File: src/rtl/ula_seq.sv
`default_nettype none
// ----------------------------------------------------------------------------
// ula_seq : handshaked ALU, registered result/flags, bit-serial variable shifts
// Rev 1.0
// ----------------------------------------------------------------------------
module ula_seq #(
  parameter int WIDTH = 32,
  localparam int SHW = $clog2(WIDTH)
) (
  input  logic             clk,
  input  logic             rst_n,
  input  logic             in_valid,
  output logic             in_ready,
  input  logic [WIDTH-1:0] a,
  input  logic [WIDTH-1:0] b,
  input  logic [4:0]       opcode,
  output logic             out_valid,
  input  logic             out_ready,
  output logic [WIDTH-1:0] result,
  output logic             zero,
  output logic             neg,
  output logic             carry,
  output logic             ovf,
  output logic             illegal
);

  localparam logic [4:0] c_OP_ADD    = 5'b00000;
  localparam logic [4:0] c_OP_ADDINC = 5'b00001;
  localparam logic [4:0] c_OP_INCA   = 5'b00011;
  localparam logic [4:0] c_OP_SUBDEC = 5'b00100;
  localparam logic [4:0] c_OP_SUB    = 5'b00101;
  localparam logic [4:0] c_OP_DECA   = 5'b00110;
  localparam logic [4:0] c_OP_LSL1   = 5'b01000;
  localparam logic [4:0] c_OP_ASR1   = 5'b01001;
  localparam logic [4:0] c_OP_LSLV   = 5'b01010;
  localparam logic [4:0] c_OP_LSRV   = 5'b01011;
  localparam logic [4:0] c_OP_ASRV   = 5'b01100;

  localparam logic [1:0] c_SH_LSL = 2'b10;
  localparam logic [1:0] c_SH_LSR = 2'b11;

  localparam logic [SHW-1:0] c_CNT_ONE  = {{(SHW-1){1'b0}}, 1'b1};
  localparam logic [SHW-1:0] c_CNT_ZERO = '0;

  typedef enum logic [1:0] {
    S_IDLE  = 2'd0,
    S_SHIFT = 2'd1,
    S_DONE  = 2'd2
  } state_t;

  state_t           r_state;
  state_t           w_state_nxt;

  logic [WIDTH-1:0] r_acc;
  logic [SHW-1:0]   r_cnt;
  logic [1:0]       r_sop;
  logic             r_zero;
  logic             r_neg;
  logic             r_carry;
  logic             r_ovf;
  logic             r_illegal;

  logic             w_accept;
  logic [SHW-1:0]   w_amt;
  logic             w_start_shift;

  logic [WIDTH-1:0] w_op2;
  logic             w_cin;
  logic             w_arith;
  logic [WIDTH:0]   w_sum;
  logic [WIDTH-1:0] w_logic;
  logic [WIDTH-1:0] w_res;
  logic             w_carry;
  logic             w_ovf;
  logic             w_illegal;
  logic             w_vshift;

  logic [WIDTH-1:0] w_sh_acc;
  logic             w_sh_out;

  // Logic-op map, indexed by the low opcode nibble when opcode[4] = 1.
  always_comb begin
    w_logic = '0;
    case (opcode[3:0])
      4'h0:    w_logic = '0;
      4'h1:    w_logic = a & b;
      4'h2:    w_logic = ~a & b;
      4'h3:    w_logic = b;
      4'h4:    w_logic = a & ~b;
      4'h5:    w_logic = a;
      4'h6:    w_logic = a ^ b;
      4'h7:    w_logic = a | b;
      4'h8:    w_logic = ~a & ~b;
      4'h9:    w_logic = ~(a ^ b);
      4'hA:    w_logic = ~a;
      4'hB:    w_logic = ~a | b;
      4'hC:    w_logic = ~b;
      4'hD:    w_logic = a | ~b;
      4'hE:    w_logic = ~a | ~b;
      default: w_logic = '1;
    endcase
  end

  always_comb begin
    w_op2     = b;
    w_cin     = 1'b0;
    w_arith   = 1'b0;
    w_res     = '0;
    w_carry   = 1'b0;
    w_illegal = 1'b0;
    w_vshift  = 1'b0;
    case (opcode)
      c_OP_ADD:    w_arith = 1'b1;
      c_OP_ADDINC: begin w_arith = 1'b1; w_cin = 1'b1; end
      c_OP_INCA:   begin w_arith = 1'b1; w_op2 = '0; w_cin = 1'b1; end
      c_OP_SUBDEC: begin w_arith = 1'b1; w_op2 = ~b; end
      c_OP_SUB:    begin w_arith = 1'b1; w_op2 = ~b; w_cin = 1'b1; end
      c_OP_DECA:   begin w_arith = 1'b1; w_op2 = '1; end
      c_OP_LSL1: begin
        w_res   = {a[WIDTH-2:0], 1'b0};
        w_carry = a[WIDTH-1];
      end
      c_OP_ASR1: begin
        w_res   = {a[WIDTH-1], a[WIDTH-1:1]};
        w_carry = a[0];
      end
      // Zero-amount variable shifts complete immediately with result = a.
      c_OP_LSLV, c_OP_LSRV, c_OP_ASRV: begin
        w_vshift = 1'b1;
        w_res    = a;
      end
      default: begin
        if (opcode[4]) begin
          w_res = w_logic;
        end else begin
          w_illegal = 1'b1;
        end
      end
    endcase
    w_sum = {1'b0, a} + {1'b0, w_op2} + {{WIDTH{1'b0}}, w_cin};
    w_ovf = w_arith & (a[WIDTH-1] == w_op2[WIDTH-1]) & (w_sum[WIDTH-1] != a[WIDTH-1]);
    if (w_arith) begin
      w_res   = w_sum[WIDTH-1:0];
      w_carry = w_sum[WIDTH];
    end
  end

  // One bit of the serial shift; r_sop holds opcode[1:0] of the captured op.
  always_comb begin
    w_sh_acc = {r_acc[WIDTH-1], r_acc[WIDTH-1:1]};
    w_sh_out = r_acc[0];
    case (r_sop)
      c_SH_LSL: begin
        w_sh_acc = {r_acc[WIDTH-2:0], 1'b0};
        w_sh_out = r_acc[WIDTH-1];
      end
      c_SH_LSR: begin
        w_sh_acc = {1'b0, r_acc[WIDTH-1:1]};
        w_sh_out = r_acc[0];
      end
      default: begin
        w_sh_acc = {r_acc[WIDTH-1], r_acc[WIDTH-1:1]};
        w_sh_out = r_acc[0];
      end
    endcase
  end

  assign w_amt         = b[SHW-1:0];
  assign w_accept      = in_valid & in_ready;
  assign w_start_shift = w_vshift & (w_amt != c_CNT_ZERO);

  always_ff @(posedge clk) begin
    if (!rst_n) begin
      r_state <= S_IDLE;
    end else begin
      r_state <= w_state_nxt;
    end
  end

  always_comb begin
    w_state_nxt = r_state;
    in_ready    = 1'b0;
    out_valid   = 1'b0;
    case (r_state)
      S_IDLE: begin
        in_ready = rst_n;
        if (in_valid & rst_n) begin
          w_state_nxt = w_start_shift ? S_SHIFT : S_DONE;
        end
      end
      S_SHIFT: begin
        if (r_cnt == c_CNT_ONE) begin
          w_state_nxt = S_DONE;
        end
      end
      S_DONE: begin
        out_valid = 1'b1;
        if (out_ready) begin
          w_state_nxt = S_IDLE;
        end
      end
      default: w_state_nxt = S_IDLE;
    endcase
  end

  always_ff @(posedge clk) begin
    if (!rst_n) begin
      r_acc     <= '0;
      r_cnt     <= '0;
      r_sop     <= '0;
      r_zero    <= 1'b0;
      r_neg     <= 1'b0;
      r_carry   <= 1'b0;
      r_ovf     <= 1'b0;
      r_illegal <= 1'b0;
    end else begin
      case (r_state)
        S_IDLE: begin
          if (w_accept) begin
            r_illegal <= w_illegal;
            r_ovf     <= w_ovf;
            if (w_start_shift) begin
              r_acc   <= a;
              r_cnt   <= w_amt;
              r_sop   <= opcode[1:0];
              r_carry <= 1'b0;
            end else begin
              r_acc   <= w_res;
              r_carry <= w_carry;
              r_zero  <= (w_res == '0);
              r_neg   <= w_res[WIDTH-1];
            end
          end
        end
        S_SHIFT: begin
          r_acc   <= w_sh_acc;
          r_carry <= w_sh_out;
          r_cnt   <= r_cnt - c_CNT_ONE;
          if (r_cnt == c_CNT_ONE) begin
            r_zero <= (w_sh_acc == '0);
            r_neg  <= w_sh_acc[WIDTH-1];
          end
        end
        default: ;
      endcase
    end
  end

  assign result  = r_acc;
  assign zero    = r_zero;
  assign neg     = r_neg;
  assign carry   = r_carry;
  assign ovf     = r_ovf;
  assign illegal = r_illegal;

endmodule
`default_nettype wire

File: config.mk
export PLATFORM = sky130hd
export DESIGN_NAME = ula_seq
export DESIGN_NICKNAME = d
export VERILOG_FILES = /design/src/rtl/ula_seq.sv
export SDC_FILE = /design/constraint.sdc
export NUM_CORES = 1
export LEC_CHECK = 0
export BUFFER_PORTS_ARGS = -buffer_cell sky130_fd_sc_hd__buf_2
export CAP_MARGIN = 20
export CORE_MARGIN = 5
export CORE_UTILIZATION = 52
export CTS_CLUSTER_DIAMETER = 80
export DETAILED_ROUTE_END_ITERATION = 10
export GPL_ROUTABILITY_DRIVEN = 0
export PLACE_DENSITY = 0.74
export RECOVER_POWER = 50
export SLEW_MARGIN = 20
export SYNTH_ARGS = -nofsm -noshare
export SYNTH_HDL_FRONTEND = slang
export SYNTH_SLANG_ARGS = --single-unit
export TNS_END_PERCENT = 1
File: constraint.sdc
create_clock -name clk -period 7 [get_ports clk]
set_input_delay 0.7 -clock clk [delete_from_list [all_inputs] [get_ports clk]]
set_output_delay 0.7 -clock clk [all_outputs]
set_load 0.03 [all_outputs]
* Yosys cells after proc, flatten, opt, wreduce, memory -nomap -nowiden
Cells that the tools add are included.
** Word-level totals
- Word-level logic and storage cells :: 122
- Output and inout bits :: 39
- Input port bits :: 73
- Bits in registers :: 46
** Operators by class
- Multiplexer cells :: 38
- Eq/ne operators :: 37
- Add/subtract/negate cells :: 3
- Bitwise gates (word level) :: 17
- Reduce and logical (&&, ||, !) cells :: 18
** Operators with widths (count)
- $pmux W32 S15 :: 1
- $and A32 B32 Y32 :: 4
- $mux W32 :: 4
- $or A32 B32 Y32 :: 4
- $pmux W32 S2 :: 2
- $pmux W32 S4 :: 1
- $not A32 Y32 :: 3
- $pmux W32 S3 :: 1
- $logic_not A32 Y1 :: 2
- $add A32 B32 Y33 :: 1
- $add A33 B1 Y33 :: 1
- $xor A32 B32 Y32 :: 1
- $eq A4 B4 Y1 const B :: 7
- $eq A5 B4 Y1 const B :: 5
- $mux W1 :: 17
- $eq A4 B3 Y1 const B :: 4
- $eq A5 B3 Y1 const B :: 3
- $ne A2 B2 Y1 const B :: 6
- $reduce_or A11 Y1 :: 1
- $eq A5 B1 Y1 const B :: 2
- $mux W5 :: 2
- $pmux W5 S2 :: 1
- $reduce_and A3 Y1 :: 3
- $eq A4 B2 Y1 const B :: 2
- 21 further kinds :: 35

* Depth between registers and ports, before layout
Gate-level depths: netlist (run 1).
- Depth in word-level cells :: 10
- Depth in mapped cells :: 21
- Depth with buffers taken out :: 16

* Worst setup path after synthesis (run 1)
Ideal clock, no wire load.
- Path type :: input -> register
- Start point :: in opcode[0]
- End point :: reg r_zero, in the netlist zero
- Stages on the path :: 20
- Required time :: 6916 ps
- Buffers on the path :: 5
- Slack :: 1527 ps
- Setup time :: 84 ps
- Arrival time :: 5389 ps
- Cells stage by stage :: clkbuf_1 clkbuf_1 clkbuf_1 clkbuf_1 nand2_1 xor2_1 nor3_1 clkbuf_1 o22ai_1 fa_1 nor2b_1 o2111ai_1 a2111oi_0 o31ai_1 nand4b_1 or3b_1 nand4b_1 nor4_1 nand4_1 o31ai_2
** On the way
- Word-level cells in the longest chain between the ends :: 10
- Elaborated cells on any way between the ends :: 47
- Those cells by class :: add/sub (2); eq/ne (25); mux (11); bitwise (1); reduce/logical (8)
** Ends and longest elaborated chain
- from (decl) :: RTL line 16 : input logic [4:0] opcode,
- $eq A5 B3 Y1 :: RTL line 112 : case (opcode)
- $reduce_or A2 Y1 (no line)
- $pmux W32 S3 :: RTL line 112
- $add A32 B32 Y33 :: RTL line 140 : w_sum = {1'b0, a} + {1'b0, w_op2} + {{WIDTH{1'b0}}, w_cin};
- $add A33 B1 Y33 :: RTL line 140
- $mux W32 :: RTL line 142 : if (w_arith) begin
- $logic_not A32 Y1 :: RTL line 230 : r_zero <= (w_res == '0);
- $mux W1 :: RTL line 222 : if (w_start_shift) begin
- $mux W1 :: RTL line 219 : if (w_accept) begin
- $pmux W1 S2 :: RTL line 217 : case (r_state)
- to (signal assigned) :: RTL line 230
- to (signal assigned) :: RTL line 240 : r_zero <= (w_sh_acc == '0);
- to (decl) :: RTL line 57 : logic r_zero;
Several ways; a longest one is shown, not always the timed one. The select of a mux whose other input is x is not followed.
A chain may end at the register's enable or synchronous reset.

* Worst setup path in the final report (run 1)
- Start point :: in opcode[1]
- End point :: reg r_zero, in the netlist zero
Same word-level chain as after synthesis.

==> impl_metrics.tcl, run 1 <==
set metrics [dict create \
    post_synth_inst_count 942 \
    cap_violations 1 \
    dieArea_um2 15560 \
    clockPowerShare_pct 22.6 \
    post_cts_buffers 0 \
    skew_ns 0.002738 \
    hold_path_class "register to register" \
    final_area_um2 7541 \
    drive_gt1_share_pct 14.11 \
    hold_start "r_cnt[4]$_SDFFE_PN0P_" \
    die_x_um 124.8 \
    h-tree-depth 2 \
    routed_wl_um 22790 \
    root_buffer "clkbuf_16" \
    drtPass1Iterations 8 \
    nets 1106 \
    io_buffers 111 \
    synth_top_area_share_pct 13.45 \
    synth_cell_types 77 \
    setup_ws_ns 1.734 \
    vias 7974 \
    ctsHoldBuffers 0 \
    tritoncts "yes" \
    irDropWorstVdd_mv 0.09931 \
    rsz0062_at_grt "false" \
    syn_to_final_growth_pct 10.12 \
    ff2ff_setup_slack_ns 3.79 \
    clk_latency_ns 0.29 \
    synth-seq-cells 46 \
    yosys_warnings 0 \
    post-synth-top-count-cell "nand2_1" \
    antenna_found_initial 0 \
    yosys-top-cells-count "nand2_1 (138), nor2_1 (100), a21oi_1 (83), clkbuf_1 (71), dfxtp_1 (46)" \
    ys_async_sr_fraction_pct 0 \
    cts_resized 0 \
    r2r-end "zero$_SDFFE_PN0P_" \
    drc 0 \
    status "complete, but fails checks" \
    worstPathRequired_ns 7.21 \
    start_util_pct 52.33 \
    violations "max-capacitance violations, max-slew violations" \
    place_hpwl_um 16860 \
    placed_area_um2 7445 \
    cts.sinks 46 \
    crit_type "primary input to register" \
    diodes 0 \
    critPathArrivalTime_ns 5.48 \
    ys_top_cells_by_area "dfxtp_1 (13%), mux4_2 (9.5%), nand2_1 (7.6%)" \
    finalHoldViolCount 0 \
    end_kind "register" \
    syn_area_um2 6848 \
    drtIter0Drc 1164 \
    die_y_um 124.8 \
    switching_share_pct 41.55 \
    synth_flop_cell "dfxtp_1" \
    synth-edff-count 0 \
    pwr_density_cell_nw_per_um2 142.4 \
    grt-ovfl-total 0 \
    p_int_mw 0.6278 \
    yosysTopAreaCell "dfxtp_1" \
    wire_per_inst_um 19.40 \
    dp.cells 1167 \
    max_slew_margin_pct -20.17 \
    grt_pass1_vias 7001 \
    startpoint_type "primary input" \
    setup_tns_ns 0 \
    rr_startpoint "r_state[1]$_SDFFE_PN0P_" \
    p_sw_mw 0.4463 \
    fin_crit_sh_pct 75.23 \
    num_io_pins 112 \
    clockBufferDepth 2 \
    hold_depth 1 \
    core_area_um2 13090 \
    fmax_ghz 0.1899 \
    worst_pin_slew_ns 1.803 \
    cp_max_fo 26 \
    clk_pin_slew_ns 0.06 \
    reg2regPathDepth 9 \
    grt_max_degree 50 \
    place_ws_ns 1.458 \
    holdPathEnd "r_cnt[4]$_SDFFE_PN0P_" \
    final_cells 1175 \
    grt_pass1_wl_um 37000 \
    period_minus_slack_ns 5.266 \
    syn_area_per_cell_um2 7.269 \
    ant_nets 0 \
    synth_nets 1050 \
    cts_inserted_buffers 5 \
    power_leakage_nw 2.858 \
    slew_violations 41 \
    fp-row-count 42 \
    seq_power_share_pct 27.3 \
    final_util_pct 57.63 \
    power_frac_comb_pct 50.2 \
    ys_seq_area_share_pct 13.45 \
    viasPerCell 6.786 \
    grt_util_all_layers_pct 27.79 \
    setup_violations 0 \
]
-- metrics by stage --
step	total power, mW	hold slack (ns)
2_1_floorplan	0.6782	0.4293
3_3_place_gp	0.8219	0.4502
3_5_place_dp	0.8268	0.4485
4_1_cts	1.066	0.4641
5_1_grt	1.137	0.4767
6_report	1.074	0.4674
-- cell usage in the layout (no fill, tap or decap), drive strengths merged, types with 6 or more instances in the layout --
cell,instances
o31ai,9
a22oi,6
nor2,100
a21boi,6
nand3b,6
xor2,6
nor2b,14
a31oi,7
a21oi,84
mux2i,8
buf,86
nor4,16
inv,24
and3,9
dfxtp,46
nand2,138
a222oi,20
xnor2,6
o22a,31
ha,33
a21o,7
clkbuf,48
a211oi,16
nor3,18
nand4,11
a221oi,21
o211ai,8
o21ai,38
nand3,21
nand2b,13
o21a,8
mux4,32
and2,10
-- power by group through the flow --
stage | Sequential (mW) | Combinational, mW | Clock (mW)
2_1_floorplan | 0.313 | 0.365 | 0
3_3_place_gp | 0.297 | 0.525 | 0
3_5_place_dp | 0.297 | 0.530 | 0
4_1_cts | 0.291 | 0.533 | 0.242
5_1_grt | 0.294 | 0.590 | 0.253
6_report | 0.293 | 0.539 | 0.242
-- critical path, cell delays in order --
cell       delay, ns
buf_2           0.38
nor2b_1         0.15
o21ai_2         0.82
o22ai_1         0.18
fa_1            0.46
nor2b_1         0.22
o2111ai_1       0.24
a2111oi_0       0.62
o31ai_1         0.21
and4_1          0.24
nor3_1          0.34
nand4b_1        0.14
nor4_1          0.37
nand4_1         0.18
o31ai_2         0.23
-- metal layers --
layer | routed length [µm] | global-route usage (%)
met1 | 10160 | 41.08
met2 | 10020 | 42.05
met3 | 2343 | 5.489
met4 | 276 | 5.416
met5 | 0 | 0
-- how the worst max path moves through the flow --
stage	depth (start not counted)	slack (ns)	end	startpoint
after floorplan	20	1.53	zero$_SDFFE_PN0P_	opcode[0]
after global placement	16	1.67	zero$_SDFFE_PN0P_	opcode[4]
after detailed placement	16	1.46	zero$_SDFFE_PN0P_	opcode[4]
after CTS	16	1.75	zero$_SDFFE_PN0P_	opcode[4]
after global routing	15	1.35	zero$_SDFFE_PN0P_	opcode[1]
final	15	1.73	zero$_SDFFE_PN0P_	opcode[1]
-- cells by family (layout without fill, tap and decap cells) --
group	after synthesis	after routing	synth area share (%)
buffers and inverters	102	159	5.975
AND/OR/NAND/NOR	383	383	26.27
XOR/XNOR	12	12	1.535
adder cells (fa/ha/maj)	36	36	6.761
AO/OA/AOI/OAI	322	322	33.99
flip-flops	46	46	13.45
multiplexers	41	41	12.02
-- state kept, by name, summed over array words and instances (netlist names) --
name / cells
illegal: 1
result: 32
neg: 1
carry: 1
r_cnt: 5
ovf: 1
r_state: 2
zero: 1
r_sop: 2
-- layout make-up --
| class | count | area [µm²] |
|---|---|---|
| Tap cell | 176 | 220.2 |
| Clock inverter | 1 | 5.005 |
| Clock buffer | 7 | 142.6 |
| Timing Repair Buffer | 127 | 621.8 |
| Fill cell | 1287 | 5544 |
| Sequential cell | 46 | 920.9 |
| Multi-Input combinational cell | 794 | 5540 |
| Inverter | 24 | 90.09 |
Power figures use the tool's default switching activity.
==> run 2: changes to the inputs <==
==> constraint.sdc (replaced) <==
create_clock -name clk -period 5.2 [get_ports clk]
set_input_delay 0.52 -clock clk [delete_from_list [all_inputs] [get_ports clk]]
set_output_delay 0.52 -clock clk [all_outputs]
set_load 0.03 [all_outputs]
==> run 2 against run 1 <==
The run still ends with max-capacitance violations, max-slew violations left. Worst setup slack lost 1.2 ns. Worst hold slack better by 0.014 ns. Clock-buffer cell count is 2 lower. Critical endpoint unchanged. Die area unchanged. Highest routed layer unchanged. Routed wire length up 2.4%. Utilization is 0.58 points higher. Largest power group unchanged.
==> impl_metrics.tcl, run 2 (synthesized netlist as in run 1, its figures left out) <==
set metrics [dict create \
    io_buffers 111 \
    fillers 1266 \
    ant_nets 0 \
    cap_violations 2 \
    clockBufferDepth 2 \
    fin_crit_sh_pct 89.36 \
    rr_startpoint "r_cnt[0]$_SDFFE_PN0P_" \
    cts_resized 0 \
    max_slew_margin_pct -21.39 \
    cts_inserted_buffers 5 \
    crit_type "primary input to register" \
    setup_tns_ns 0 \
    finalHoldViolCount 0 \
    ff2ff_setup_slack_ns 2.40 \
    end_kind "register" \
    grt_max_degree 49 \
    hold_depth 1 \
    setup_violations 0 \
    worst_pin_slew_ns 1.821 \
    worstPathRequired_ns 5.41 \
    pwr_density_cell_nw_per_um2 197.5 \
    place_hpwl_um 17480 \
    holdPathEnd "r_cnt[4]$_SDFFE_PN0P_" \
    die_x_um 124.8 \
    rsz0062_at_grt "false" \
    ctsHoldBuffers 0 \
    layout_commonest_cell "nand2_1" \
    routed_wl_um 23340 \
    nets 1113 \
    grt-ovfl-total 0 \
    violations "max-capacitance violations, max-slew violations" \
    dieArea_um2 15560 \
    r2r-end "zero$_SDFFE_PN0P_" \
    final_util_pct 58.21 \
    skew_ns 0.007562 \
    period_minus_slack_ns 4.647 \
    start_util_pct 52.33 \
    status "complete, but fails checks" \
    core_area_um2 13090 \
    drtIter0Drc 1082 \
    fp-row-count 42 \
    viasPerCell 6.847 \
    tritoncts "yes" \
    slew_violations 86 \
    root_buffer "clkbuf_16" \
    grt_pass1_wl_um 37350 \
    num_io_pins 112 \
    drtPass1Iterations 9 \
    place_ws_ns 0.3563 \
    grt_pass1_vias 7065 \
    die_y_um 124.8 \
    wire_per_inst_um 19.74 \
    h-tree-depth 2 \
    cp_max_fo 27 \
    power_leakage_nw 2.892 \
    antenna_found_initial 0 \
    largest_reg_flops 32 \
    mostFrequentLayoutCells "nand2_1 (138), nor2_1 (100), a21oi_1 (83), buf_2 (71), dfxtp_1 (46)" \
    critPathArrivalTime_ns 4.86 \
    drive_gt1_share_pct 14.61 \
    drc 0 \
    timing.hold.ws_ns 0.4810 \
    syn_to_final_growth_pct 11.24 \
    cts.sinks 46 \
    clk_latency_ns 0.29 \
    clk_pin_slew_ns 0.07 \
    hold_start "r_cnt[4]$_SDFFE_PN0P_" \
    irDropWorstVdd_mv 0.1230 \
    vias 8093 \
    reg2regPathDepth 9 \
    startpoint_type "primary input" \
    setup_ws_ns 0.5531 \
    diodes 0 \
    fmax_ghz 0.2152 \
    grt_util_all_layers_pct 28.24 \
    hold_path_class "register to register" \
    post_cts_buffers 0 \
]
-- run 2: how the worst max path moves through the flow --
stage               slack [ns]  cells after the start  startpoint                 to
floorplan                 0.11                     21   opcode[0]  zero$_SDFFE_PN0P_
global placement          0.52                     18   opcode[1]  zero$_SDFFE_PN0P_
detailed placement        0.36                     18   opcode[1]  zero$_SDFFE_PN0P_
CTS                       0.64                     18   opcode[1]  zero$_SDFFE_PN0P_
global route              0.24                     18   opcode[1]  zero$_SDFFE_PN0P_
finish                    0.55                     18   opcode[1]  zero$_SDFFE_PN0P_
-- run 2: report_power, final --
group	internal, mW	leakage (nW)	total [mW]	switching (mW)
sequential	0.369	0.374	0.394	0.0250
clock	0.227	0.0760	0.372	0.145
combinational	0.291	2.44	0.739	0.448
total	0.886	2.89	1.50	0.618
-- run 2: critical path: stages --
cell and delay [ns]:
buf_2 0.19, buf_4 0.24, nor2b_1 0.09, nand2_1 0.17
buf_4 0.33, nor2_1 0.07, o22a_1 0.19, ha_1 0.35
a21oi_2 0.24, o21ai_0 0.18, a32o_1 0.31, o31ai_1 0.46
a2111oi_0 0.20, or3b_1 0.41, nand4b_1 0.19, nor4_1 0.33
nand4_1 0.15, o31ai_2 0.22
-- run 2: through the flow --
stage,instances,area (µm²),total power [mW]
2_1_floorplan,942,6857,0.9138
3_3_place_gp,1174,7505,1.115
3_5_place_dp,1174,7505,1.125
4_1_cts,1182,7675,1.494
5_1_grt,1182,7617,1.587
6_report,1182,7617,1.505
-- run 2: routing by layer --
layer,track usage (%),wire [µm],vias to the layer above
met5,0,0,-
met4,6.512,461,0
met3,5.789,2575,49
met2,43.07,10150,484
met1,40.97,10150,3814
li1,-,-,3746
-- run 2: cell type report --
class | instances | area [µm²] | area share (%)
Clock buffer | 5 | 125.1 | 1.643
Clock inverter | 3 | 45.04 | 0.5913
Inverter | 24 | 90.09 | 1.183
Multi-Input combinational cell | 794 | 5545 | 72.80
Sequential cell | 46 | 920.9 | 12.09
Tap cell | 176 | 220.2 | 2.891
Timing Repair Buffer | 134 | 670.6 | 8.804
